File: config.mk
export PLATFORM = sky130hd
export DESIGN_NAME = axi_pmu_reader_flat
export DESIGN_NICKNAME = d
export VERILOG_FILES = /design/src/rtl/axi_pmu_pkg.sv /design/src/rtl/axi_pmu_reader_if.sv /design/src/rtl/axi_pmu_reader.sv /design/src/flat_wrapper.sv
export SDC_FILE = /design/constraint.sdc
export NUM_CORES = 1
export LEC_CHECK = 0
export CORE_ASPECT_RATIO = 0.75
export CORE_MARGIN = 2
export CORE_UTILIZATION = 44
export CTS_CLUSTER_DIAMETER = 60
export DETAILED_ROUTE_END_ITERATION = 10
export PLACE_DENSITY_LB_ADDON = 0.08
export SLEW_MARGIN = 15
export SYNTH_ARGS = -nofsm -noshare
export SYNTH_HDL_FRONTEND = slang
export SYNTH_SLANG_ARGS = --single-unit
File: constraint.sdc
create_clock -name aclk -period 1.8 [get_ports aclk]
set_input_delay 0.18 -clock aclk [delete_from_list [all_inputs] [get_ports aclk]]
set_output_delay 0.18 -clock aclk [all_outputs]
set_load 0.005 [all_outputs]
File: src/rtl/axi_pmu_pkg.sv
// Shared PMU definitions: counter select codes, AXI response codes
// and the reader FSM state type.
package axi_pmu_pkg;

    localparam int PMU_NUM_COUNTERS = 19;
    localparam int PMU_ADDR_WIDTH   = 5;

    localparam logic [4:0] RC_IDLE    = 5'd0;
    localparam logic [4:0] RC_BUSY    = 5'd1;
    localparam logic [4:0] RC_STALL   = 5'd2;
    localparam logic [4:0] AR_CNT     = 5'd3;
    localparam logic [4:0] AW_CNT     = 5'd4;
    localparam logic [4:0] W_CNT      = 5'd5;
    localparam logic [4:0] R_CNT      = 5'd6;
    localparam logic [4:0] B_CNT      = 5'd7;
    localparam logic [4:0] AR_STALL   = 5'd8;
    localparam logic [4:0] AW_STALL   = 5'd9;
    localparam logic [4:0] W_STALL    = 5'd10;
    localparam logic [4:0] R_STALL    = 5'd11;
    localparam logic [4:0] B_STALL    = 5'd12;
    localparam logic [4:0] RD_LAT_SUM = 5'd13;
    localparam logic [4:0] RD_LAT_MAX = 5'd14;
    localparam logic [4:0] WR_LAT_SUM = 5'd15;
    localparam logic [4:0] WR_LAT_MAX = 5'd16;
    localparam logic [4:0] ERR_CNT    = 5'd17;
    localparam logic [4:0] CLOCK_CNT  = 5'd18;

    localparam logic [1:0] RESP_OKAY   = 2'b00;
    localparam logic [1:0] RESP_SLVERR = 2'b10;

    typedef enum logic [1:0] {
        IDLE,
        FETCH,
        BEAT
    } state_t;

endpackage

File: src/rtl/axi_pmu_reader_if.sv
// AXI read address/data channels of the PMU reader.
// Write channels are tied off in the fabric.
interface axi_pmu_reader_if #(
    parameter int ID_R_WIDTH = 4,
    parameter int ADDR_WIDTH = 16,
    parameter int DATA_WIDTH = 32
) ();

    logic                  s_arvalid;
    logic                  s_arready;
    logic [ID_R_WIDTH-1:0] s_arid;
    logic [ADDR_WIDTH-1:0] s_araddr;
    logic [7:0]            s_arlen;
    logic                  s_rvalid;
    logic                  s_rready;
    logic [ID_R_WIDTH-1:0] s_rid;
    logic [DATA_WIDTH-1:0] s_rdata;
    logic [1:0]            s_rresp;
    logic                  s_rlast;

    modport slave (
        input  s_arvalid, s_arid, s_araddr, s_arlen, s_rready,
        output s_arready, s_rvalid, s_rid, s_rdata, s_rresp, s_rlast
    );

    modport master (
        output s_arvalid, s_arid, s_araddr, s_arlen, s_rready,
        input  s_arready, s_rvalid, s_rid, s_rdata, s_rresp, s_rlast
    );

endinterface

File: src/rtl/axi_pmu_reader.sv
// AXI read responder exposing the PMU counter bank, with a
// high-word shadow so lo-then-hi 32-bit reads are atomic.
module axi_pmu_reader #(
    parameter int ID_R_WIDTH     = 4,
    parameter int ADDR_WIDTH     = 16,
    parameter int DATA_WIDTH     = 32,
    parameter int NUM_COUNTERS   = axi_pmu_pkg::PMU_NUM_COUNTERS,
    parameter int PMU_ADDR_WIDTH = axi_pmu_pkg::PMU_ADDR_WIDTH
) (
    input  logic                      aclk,
    input  logic                      aresetn,
    axi_pmu_reader_if.slave           axi,
    output logic [PMU_ADDR_WIDTH-1:0] pmu_addr_o,
    input  logic [63:0]               pmu_data_i
);

    import axi_pmu_pkg::*;

    localparam int WPC = 64 / DATA_WIDTH;
    localparam int BSH = $clog2(DATA_WIDTH / 8);
    localparam int HSH = (WPC == 2) ? 1 : 0;
    localparam int WW  = ADDR_WIDTH - BSH;
    localparam logic [WW-1:0] NC = WW'(NUM_COUNTERS);

    state_t                state_q, state_d;
    logic                  arready_q, arready_d;
    logic [WW-1:0]         word_q, word_d;
    logic [7:0]            beats_q, beats_d;
    logic [ID_R_WIDTH-1:0] id_q, id_d;
    logic                  rvalid_q, rvalid_d;
    logic [ID_R_WIDTH-1:0] rid_q, rid_d;
    logic [DATA_WIDTH-1:0] rdata_q, rdata_d;
    logic [1:0]            rresp_q, rresp_d;
    logic                  rlast_q, rlast_d;
    logic [31:0]           shadow_q, shadow_d;
    logic [WW-1:0]         sidx_q, sidx_d;
    logic                  sval_q, sval_d;

    logic [WW-1:0] idx;
    logic          half;

    assign idx  = word_q >> HSH;
    assign half = (WPC == 2) ? word_q[0] : 1'b0;

    assign pmu_addr_o    = idx[PMU_ADDR_WIDTH-1:0];
    assign axi.s_arready = arready_q;
    assign axi.s_rvalid  = rvalid_q;
    assign axi.s_rid     = rid_q;
    assign axi.s_rdata   = rdata_q;
    assign axi.s_rresp   = rresp_q;
    assign axi.s_rlast   = rlast_q;

    always_comb begin
        state_d   = state_q;
        arready_d = arready_q;
        word_d    = word_q;
        beats_d   = beats_q;
        id_d      = id_q;
        rvalid_d  = rvalid_q;
        rid_d     = rid_q;
        rdata_d   = rdata_q;
        rresp_d   = rresp_q;
        rlast_d   = rlast_q;
        shadow_d  = shadow_q;
        sidx_d    = sidx_q;
        sval_d    = sval_q;
        unique case (state_q)
            IDLE: begin
                arready_d = 1'b1;
                if (axi.s_arvalid && arready_q) begin
                    id_d      = axi.s_arid;
                    word_d    = WW'(axi.s_araddr >> BSH);
                    beats_d   = axi.s_arlen;
                    arready_d = 1'b0;
                    state_d   = FETCH;
                end
            end
            FETCH: begin
                rresp_d = RESP_OKAY;
                if (idx >= NC) begin
                    rdata_d = '0;
                    rresp_d = RESP_SLVERR;
                end else if (WPC == 1) begin
                    rdata_d = pmu_data_i[DATA_WIDTH-1:0];
                end else if (!half) begin
                    rdata_d  = DATA_WIDTH'(pmu_data_i[31:0]);
                    shadow_d = pmu_data_i[63:32];
                    sidx_d   = idx;
                    sval_d   = 1'b1;
                end else begin
                    // Serve the hi word captured with the lo word if it matches
                    if (sval_q && sidx_q == idx)
                        rdata_d = DATA_WIDTH'(shadow_q);
                    else
                        rdata_d = DATA_WIDTH'(pmu_data_i[63:32]);
                    sval_d = 1'b0;
                end
                rid_d    = id_q;
                rlast_d  = (beats_q == 8'd0);
                rvalid_d = 1'b1;
                state_d  = BEAT;
            end
            BEAT: begin
                if (axi.s_rready) begin
                    rvalid_d = 1'b0;
                    if (rlast_q) begin
                        arready_d = 1'b1;
                        state_d   = IDLE;
                    end else begin
                        word_d  = word_q + 1'b1;
                        beats_d = beats_q - 8'd1;
                        state_d = FETCH;
                    end
                end
            end
            default: state_d = IDLE;
        endcase
    end

    always_ff @(posedge aclk or negedge aresetn) begin
        if (!aresetn) begin
            state_q   <= IDLE;
            arready_q <= 1'b0;
            word_q    <= '0;
            beats_q   <= '0;
            id_q      <= '0;
            rvalid_q  <= 1'b0;
            rid_q     <= '0;
            rdata_q   <= '0;
            rresp_q   <= '0;
            rlast_q   <= 1'b0;
            shadow_q  <= '0;
            sidx_q    <= '0;
            sval_q    <= 1'b0;
        end else begin
            state_q   <= state_d;
            arready_q <= arready_d;
            word_q    <= word_d;
            beats_q   <= beats_d;
            id_q      <= id_d;
            rvalid_q  <= rvalid_d;
            rid_q     <= rid_d;
            rdata_q   <= rdata_d;
            rresp_q   <= rresp_d;
            rlast_q   <= rlast_d;
            shadow_q  <= shadow_d;
            sidx_q    <= sidx_d;
            sval_q    <= sval_d;
        end
    end

endmodule

File: src/flat_wrapper.sv
// flat-port wrapper written by rule: the top's interface ports become plain ports
module axi_pmu_reader_flat import axi_pmu_pkg::*;
#(
    parameter int ID_R_WIDTH     = 4,
    parameter int ADDR_WIDTH     = 16,
    parameter int DATA_WIDTH     = 32,
    parameter int NUM_COUNTERS   = axi_pmu_pkg::PMU_NUM_COUNTERS,
    parameter int PMU_ADDR_WIDTH = axi_pmu_pkg::PMU_ADDR_WIDTH
)
  (aclk, aresetn, pmu_addr_o, pmu_data_i, axi_s_arvalid, axi_s_arid, axi_s_araddr, axi_s_arlen, axi_s_rready, axi_s_arready, axi_s_rvalid, axi_s_rid, axi_s_rdata, axi_s_rresp, axi_s_rlast);
  axi_pmu_reader_if #(.ID_R_WIDTH(ID_R_WIDTH), .ADDR_WIDTH(ADDR_WIDTH), .DATA_WIDTH(DATA_WIDTH)) axi_i ();
  input  logic aclk;
  input  logic aresetn;
  output logic [PMU_ADDR_WIDTH-1:0] pmu_addr_o;
  input  logic [63:0] pmu_data_i;
  input wire logic [$bits(axi_i.s_arvalid)-1:0] axi_s_arvalid;
  input wire logic [$bits(axi_i.s_arid)-1:0] axi_s_arid;
  input wire logic [$bits(axi_i.s_araddr)-1:0] axi_s_araddr;
  input wire logic [$bits(axi_i.s_arlen)-1:0] axi_s_arlen;
  input wire logic [$bits(axi_i.s_rready)-1:0] axi_s_rready;
  output wire logic [$bits(axi_i.s_arready)-1:0] axi_s_arready;
  output wire logic [$bits(axi_i.s_rvalid)-1:0] axi_s_rvalid;
  output wire logic [$bits(axi_i.s_rid)-1:0] axi_s_rid;
  output wire logic [$bits(axi_i.s_rdata)-1:0] axi_s_rdata;
  output wire logic [$bits(axi_i.s_rresp)-1:0] axi_s_rresp;
  output wire logic [$bits(axi_i.s_rlast)-1:0] axi_s_rlast;
  assign axi_i.s_arvalid = axi_s_arvalid;
  assign axi_i.s_arid = axi_s_arid;
  assign axi_i.s_araddr = axi_s_araddr;
  assign axi_i.s_arlen = axi_s_arlen;
  assign axi_i.s_rready = axi_s_rready;
  assign axi_s_arready = axi_i.s_arready;
  assign axi_s_rvalid = axi_i.s_rvalid;
  assign axi_s_rid = axi_i.s_rid;
  assign axi_s_rdata = axi_i.s_rdata;
  assign axi_s_rresp = axi_i.s_rresp;
  assign axi_s_rlast = axi_i.s_rlast;
  axi_pmu_reader #(.ID_R_WIDTH(ID_R_WIDTH), .ADDR_WIDTH(ADDR_WIDTH), .DATA_WIDTH(DATA_WIDTH), .NUM_COUNTERS(NUM_COUNTERS), .PMU_ADDR_WIDTH(PMU_ADDR_WIDTH)) u_core (.aclk(aclk), .aresetn(aresetn), .axi(axi_i), .pmu_addr_o(pmu_addr_o), .pmu_data_i(pmu_data_i));
endmodule
---- After elaboration in Yosys (flattened, before gate mapping) ----
Index checks and enable logic that the tools add are counted.
storage, ports and cells
  register bits after elaboration ......... 115
  logic and storage cells ................. 61
  bits of input ports ..................... 96
  output and inout bits ................... 46
cells by class
  reductions and logical operators ........ 13
  equality and inequality tests ........... 7
  muxes and demuxes ....................... 23
  bitwise gates (word level) .............. 2
  magnitude comparators ................... 1
  add/subtract/negate cells ............... 2
operators by type and width
  kind                                                  number
  2-to-1 mux 32 bit                                     3
  2-to-1 mux 14 bit                                     3
  one-hot mux 14 bit (2 select lines)                   1
  2-to-1 mux 8 bit                                      3
  one-hot mux 8 bit (2 select lines)                    1
  adder 14 x 1 -> 14 bit, second input constant         1
  == test 13 bit                                        1
  >= comparator 13 x 5 -> 1 bit, second input constant  1
  logical NOT 8 bit                                     1
  AND reduction 2 bit                                   4
  subtractor 8 x 1 -> 8 bit, second input constant      1
  2-to-1 mux 1 bit                                      6
  2-to-1 mux 2 bit                                      3
  one-hot mux 2 bit (3 select lines)                    1
  AND reduction 3 bit                                   2
  != test 2 x 1 -> 1 bit, second input constant         2
  != test 2 bit, second input constant                  2
  one-hot mux 1 bit (2 select lines)                    2
  AND reduction 4 bit                                   1
  nonzero test 2 bit                                    2
  == test 2 x 1 -> 1 bit, second input constant         1
  == test 2 bit, second input constant                  1
  logical AND 1 bit                                     2
  logical NOT 2 bit                                     1
  inverter 1 bit                                        2

---- Depth between registers and ports, before layout ----
Gate-level depths: netlist of the first run.
  word-level depth ........................ 5
  depth in mapped cells ................... 8
  mapped depth without buffers ............ 6

---- Worst setup path after synthesis of the first run ----
No wires, ideal clock.
  kind .................................... register to register
  start point ............................. register u_core.word_q[9]
  end point ............................... register u_core.shadow_q[10]
  cell stages (with the launch flop) ...... 7
  clock period less this slack ............ 1.817 ns
  arrival time ............................ 1.693 ns
  setup time .............................. 0.125 ns
  required time ........................... 1.675 ns
  path buffers ............................ 2
  slack ................................... -0.017 ns
  path through ............................ dfrtp_1 -> buf_2 -> nor4_1 -> nand2_1 -> nor3_4 -> buf_2 -> mux2_2
on the way
  longest elaborated chain between the ends .. 3
ends and longest elaborated chain
  element                        RTL line               RTL
  start, declared                axi_pmu_reader.sv:27   logic [WW-1:0] word_q, word_d;
  start signal, assigned         axi_pmu_reader.sv:138  word_q <= word_d;
  >= comparator 13 x 5 -> 1 bit  axi_pmu_reader.sv:80   if (idx >= NC) begin
  inverter 1 bit (no line)       n/a
  AND reduction 3 bit (no line)  n/a
  end signal, assigned           axi_pmu_reader.sv:146  shadow_q <= shadow_d;
  end, declared                  axi_pmu_reader.sv:35   logic [31:0] shadow_q, shadow_d;
Every way passes these cells.
A chain may end at the register's enable or synchronous reset.

---- Final worst setup path of the first run ----
  start point ............................. register u_core.word_q[10]
  end point ............................... register u_core.shadow_q[22]
Same word-level chain as after synthesis.

==> out/qor.yml, run 1 <==
status: "finished, violations left"
violations: "setup timing"
synthCells: 497
syn_nets: 596
num_rows: 35
post-route-period-util: 1.14
avgSynthCellArea_um2: 10.9
dieHeight_um: 100
leakage_nw: 3.65
cp_max_fo: 15
drive_gt1_frac: 0.245
place_ws_ps: -204
wl_per_cell_um: 19.0
postRouteAntennaNets: 0
grt_max_degree: 47
cts-root-buf: "clkbuf_16"
gp_congestion: 0.839
async_flop_share: 1.00
ys_ff_latch: 114
htreeDepth: 4
nets: 781
fmax_mhz: 488
numPortBuffers: 138
ys_seq_area_frac: 0.528
crit_arrival_ps: 2340
cap_violations: 0
synth_ff_type: "dfrtp_1"
yosysUniqueCellTypes: 45
powerDensity_nw_per_um2: 1250
yosysWarnings: 0
core-area_um2: 12100
critPathKind: "register to register"
clkLatencyLatePin_ps: 410
synth_edf_count: 0
gr-total-overflow: 0
rsz0062_at_grt: "true"
grt_pass1_wl_um: 25200
regArea_um2: 2860
remaining_drc_errors: 0
cts_buffer_depth: 2
fill_cells: 851
cts.sinks: 114
antenna_found_initial: 0
area_growth_pct: 56.8
multiInputGateArea_um2: 2570
cp-start-kind: "register"
drt_iter0_drc: 266
die_w_um: 132
antennaDiodeCount: 0
first_pass_iters: 5
hp-class: "input pin to async pin"
ioPinCount: 142
worstSetupEndpointType: "register"
final_util: 0.699
syn_area_um2: 5410
dp_cells: 805
timing.final.ws_setup_ps: -248
finClkSkew_ps: 6.82
ir_worst_vdd_mv: 0.792
cts.reportedPaths.clkPinSlew_ps: 50
grt_pass1_vias: 4882
vias_per_cell: 5.48
slew_violations: 0
place.detailed.hpwl_um: 9420
vias: 4709
ff2ff_setup_slack_ps: -250
crit_required_ps: 2090
min_period_ps: 2050
finalHoldViolCount: 0
setup_viol: 76
die_area_um2: 13200
numCtsBuffers: 17
initial_core_util: 0.446
final_cells: 860
routed_wl_um: 16300
grt.total_usage: 0.245
cts_tree: "built"
## cell usage in the layout, fill, tap and decap left out, types with 5 or more instances in the layout
master,Yosys,routed
a21oi_1,35,35
a22oi_1,33,33
buf_12,0,11
buf_4,7,44
buf_6,5,8
bufinv_16,0,5
clkbuf_16,0,19
clkdlybuf4s50_1,0,136
clkinv_2,0,5
dfrtp_1,114,111
inv_1,6,6
mux2_2,41,11
mux2_4,0,30
mux2i_1,32,27
mux2i_2,0,5
nand2_1,38,37
nand3_1,8,7
nand4_1,7,7
nor2_1,21,20
nor2b_1,9,8
nor3_1,7,6
o21ai_0,19,15
o21ai_1,31,33
o22ai_1,7,7
xnor2_1,13,5
xnor2_2,0,7
## metrics by stage
step	hold WS (ps)	power (W)	area, um^2	setup TNS [ps]
after floorplan	-116	0.00508	5410	-469
after global placement	136	0.00635	7190	-8300
after detailed placement	136	0.00646	7190	-11280
after CTS	265	0.0103	8300	-9920
after global routing	286	0.0111	8470	-17660
final	260	0.0106	8470	-13270
## kinds of logic (layout without fill, tap and decap cells)
| group | count (synthesis) | count (layout) | share of synthesized area |
|---|---|---|---|
| flip-flops | 114 | 114 | 0.528 |
| other | 1 | 1 | 0.000694 |
| multiplexers | 73 | 73 | 0.145 |
| AND/OR/NAND/NOR | 107 | 107 | 0.100 |
| buffers and inverters | 48 | 245 | 0.0470 |
| AO/OA/AOI/OAI | 138 | 138 | 0.152 |
| XOR/XNOR | 13 | 13 | 0.0211 |
| adder cells (fa/ha/maj) | 3 | 3 | 0.00695 |
## final timing paths
check | startpoint | to | cells past startpoint
setup / recovery | u_core.word_q[10]$_DFFE_PN0P_ | u_core.shadow_q[22]$_DFFE_PN0P_ | 6
hold / removal | aresetn | u_core.axi.s_rvalid$_DFFE_PN0P_ | 2
setup reg to reg | u_core.word_q[10]$_DFFE_PN0P_ | u_core.shadow_q[22]$_DFFE_PN0P_ | 6
hold reg to reg | u_core.id_q[2]$_DFFE_PN0P_ | u_core.axi.s_rid[2]$_DFFE_PN0P_ | 2
max in group asynchronous | aresetn | u_core.word_q[1]$_DFFE_PN0P_ | 3
min in group aclk | axi_s_arlen[0] | u_core.beats_q[0]$_DFFE_PN0P_ | 3
## per-layer routing
metal	GRT usage	up-vias	share of wire
li1	-	2161	-
met1	0.337	2342	0.46
met2	0.380	183	0.46
met3	0.0641	23	0.062
met4	0.0828	0	0.019
met5	0	-	0
## registers in the layout, indices dropped and copies added (netlist names)
signal / cells
u_core.sval_q: 1
u_core.id_q: 4
u_core.axi.s_arready: 1
u_core.shadow_q: 32
u_core.state_q: 2
u_core.axi.s_rlast: 1
u_core.axi.s_rid: 4
u_core.sidx_q: 13
u_core.word_q: 14
u_core.axi.s_rvalid: 1
u_core.beats_q: 8
u_core.axi.s_rdata: 32
u_core.axi.s_rresp: 1
## cell usage after synthesis, drive strengths merged, types with 3 or more instances
cell | number | area share
a21oi | 35 | 0.032
a22oi | 33 | 0.046
buf | 21 | 0.028
clkbuf | 20 | 0.014
dfrtp | 114 | 0.53
ha | 3 | 0.0069
inv | 6 | 0.0042
mux2 | 41 | 0.085
mux2i | 32 | 0.059
nand2 | 38 | 0.026
nand2b | 5 | 0.0058
nand3 | 8 | 0.0074
nand4 | 7 | 0.0081
nor2 | 21 | 0.015
nor2b | 9 | 0.010
nor3 | 8 | 0.0095
nor4 | 4 | 0.0086
o21ai | 50 | 0.046
o22ai | 7 | 0.0081
xnor2 | 13 | 0.021
## power breakdown
group | internal (W) | switching (W)
sequential | 0.00301 | 0.000413
clock | 0.00251 | 0.00118
combinational | 0.00174 | 0.00175
total | 0.00727 | 0.00334
## area by class of cell
class,count,share of cell area
multi-input cells,335,0.303
flip-flops and latches,114,0.337
inverters,7,0.00310
well taps,166,0.0245
clock inverters,11,0.0217
clock buffers,20,0.0539
repair buffers,207,0.256
## worst max-delay path: stages, from the launching register on
cell and delay [ps]:
dfrtp_2 450, nor4_4 350, o21ai_2 140, nor3_4 300, buf_4 200, buf_16 150
mux2_2 340
## timing repair
item	in CTS	in global routing
setup buffers	13	5
endpoints found under the hold margin	26	0
pin swaps	5	9
hold buffers	1	0
gates cloned	6	3
gates resized for setup	51	35
endpoints found under the setup margin	70	85
Note: power is estimated with default switching activity, not from simulation.
==> inputs of run 2 (changes only) <==
--- a/config.mk
+++ b/config.mk
@@ -5,6 +5,7 @@
 export SDC_FILE = /design/constraint.sdc
 export NUM_CORES = 1
 export LEC_CHECK = 0
+export CAP_MARGIN = 20
 export CORE_ASPECT_RATIO = 0.75
 export CORE_MARGIN = 2
 export CORE_UTILIZATION = 44
==> constraint.sdc (replaced) <==
create_clock -name aclk -period 1.8 [get_ports aclk]
set_input_delay 0.36 -clock aclk [delete_from_list [all_inputs] [get_ports aclk]]
set_output_delay 0.36 -clock aclk [all_outputs]
set_load 0.005 [all_outputs]
==> run 2 against run 1 <==
Effect of this change: the run still ends with setup timing left; worst setup slack improved by 11 ps; clock-buffer cell count increased by 2; routed wire length fell by 5.4%; clock power shrank 3%; flip-flop and latch count did not move; sequential power about the same; critical endpoint is now u_core.sidx_q[4]$_DFFE_PN0P_; largest power group unchanged.
==> out/qor.yml, run 2 (synthesis results as in run 1) <==
final_cell_area_um2: 8560  # +1.0%
regArea_um2: 2860  # about the same
reg2regPathDepth: 7  # +1
hp-class: "input pin to async pin"
final_common_cell: "clkdlybuf4s50_1"
ir_worst_vdd_mv: 0.696  # -12%
crit_required_ps: 2090  # about the same
cts-root-buf: "clkbuf_16"
fill_cells: 864  # +1.5%
gr-total-overflow: 0  # unchanged
routed_wl_um: 15400  # -5.4%
min_period_ps: 2040  # -11.5 ps
numCtsBuffers: 17  # unchanged
final_cell_mix: "132 x clkdlybuf4s50_1, 110 x dfrtp_1, 46 x buf_4"
leakage_nw: 3.69  # +0.94%
remaining_drc_errors: 0  # unchanged
cts.reportedPaths.clkPinSlew_ps: 60  # about the same
fin_setup_tns_ps: -12690  # +579 ps
grt_max_degree: 75  # +60%
die_w_um: 132  # unchanged
htreeDepth: 4  # unchanged
place.detailed.hpwl_um: 9210  # -2.3%
numPortBuffers: 138  # unchanged
fmax_mhz: 491  # +0.56%
power_w: 0.0106  # -0.53%
placed_cell_area_um2: 7210  # +0.24%
drt_iter0_drc: 246  # -7.5%
final_util: 0.706  # +0.00732
die_area_um2: 13200  # unchanged
setup_viol: 78  # +2.6%
drive_gt1_frac: 0.266  # +0.0208
dp_cells: 809  # +0.50%
critPathTopFamily: "simple AND/OR/NAND/NOR gates"
finalHoldViolCount: 0  # unchanged
powerDensity_nw_per_um2: 1230  # -1.6%
violations: "setup timing"
slew_violations: 0  # unchanged
antenna_found_initial: 0  # unchanged
max_stage_delay_ps: 390  # -60 ps
first_pass_iters: 4  # -1
initial_core_util: 0.446  # unchanged
core-area_um2: 12100  # unchanged
critPathKind: "register to register"
cts.sinks: 114  # unchanged
r2r_start: "u_core.word_q[9]$_DFFE_PN0P_"
final_cells: 866  # +0.70%
vias_per_cell: 5.35  # -2.3%
slowest_stage: "dfrtp_1"
antennaDiodeCount: 0  # unchanged
postRouteAntennaNets: 0  # unchanged
wl_per_cell_um: 17.8  # -6.1%
status: "finished, violations left"
dieHeight_um: 100  # unchanged
ioPinCount: 142  # unchanged
r2r-end: "u_core.sidx_q[4]$_DFFE_PN0P_"
grt.total_usage: 0.240  # -0.00467
post-route-period-util: 1.13  # -0.00637
grt_pass1_vias: 4710  # -3.5%
multiInputGateArea_um2: 2640  # +2.8%
path_buf_inv: 3  # +1
crit_arrival_ps: 2320  # -20 ps
num_rows: 35  # unchanged
nets: 786  # +0.64%
rsz0062_at_grt: "true"
grt_pass1_wl_um: 24900  # -1.2%
cts_buffer_depth: 2  # unchanged
finClkSkew_ps: 9.79  # +2.96 ps
area_growth_pct: 58.4
clkLatencyLatePin_ps: 410  # about the same
cap_violations: 0  # unchanged
cts_tree: "built"
worstPathCellList: "nor4_2 > buf_4 > nand2_4 > nor3_4 > buf_6 > clkbuf_16 > mux2_4"
cp_max_fo: 7  # -8
timing.final.ws_setup_ps: -237  # +11.5 ps
vias: 4631  # -1.7%
gp_congestion: 0.813  # -3.0%
worstSetupEndpointType: "register"
ff2ff_setup_slack_ps: -240  # about the same
cp-start-kind: "register"
-- run 2: timing repair --
action	in CTS	in global routing
cloned	5	2
hold buffers	1	0
pin swaps	12	19
hold endpoints to repair	40	0
buffers inserted	10	10
gates resized for setup	57	63
endpoints found under the setup margin	84	85
-- run 2: metrics by stage --
stage	hold WS, ps	worst slack [ps]
after floorplan	64.4	-17.3
after global placement	165	-135
after detailed placement	165	-225
after CTS	287	-160
after global routing	305	-304
final	297	-237
-- run 2: how the worst max path moves through the flow --
stage / startpoint / end / slack, ps / cells after the start
after global placement: u_core.word_q[9]$_DFFE_PN0P_ / u_core.shadow_q[20]$_DFFE_PN0P_ / -140 / 6
after CTS: u_core.word_q[11]$_DFFE_PN0P_ / u_core.shadow_q[31]$_DFFE_PN0P_ / -160 / 7
after detailed placement: u_core.word_q[9]$_DFFE_PN0P_ / u_core.shadow_q[25]$_DFFE_PN0P_ / -220 / 6
final: u_core.word_q[9]$_DFFE_PN0P_ / u_core.sidx_q[4]$_DFFE_PN0P_ / -240 / 7
after floorplan: u_core.word_q[9]$_DFFE_PN0P_ / u_core.shadow_q[10]$_DFFE_PN0P_ / -20 / 6
after global routing: u_core.word_q[9]$_DFFE_PN0P_ / u_core.shadow_q[22]$_DFFE_PN0P_ / -300 / 7
-- run 2: power by group --
| part | internal [W] | total [W] | leakage [nW] | switching [W] |
|---|---|---|---|---|
| registers | 0.00302 | 0.00344 | 1.50 | 0.000419 |
| logic | 0.00176 | 0.00353 | 1.87 | 0.00177 |
| clock network | 0.00242 | 0.00359 | 0.306 | 0.00117 |
| total | 0.00719 | 0.0106 | 3.69 | 0.00336 |
-- run 2: area by class of cell --
type	count	area share
repair buffers	212	0.257
multi-input cells	335	0.308
inverters	7	0.00307
clock inverters	10	0.0181
flip-flops and latches	114	0.334
well taps	166	0.0243
clock buffers	22	0.0554
-- run 2: per-layer routing --
layer,wire [um],global-route usage
met5,0,0
met4,262,0.0844
met3,834,0.0505
met2,6970,0.371
met1,7360,0.339
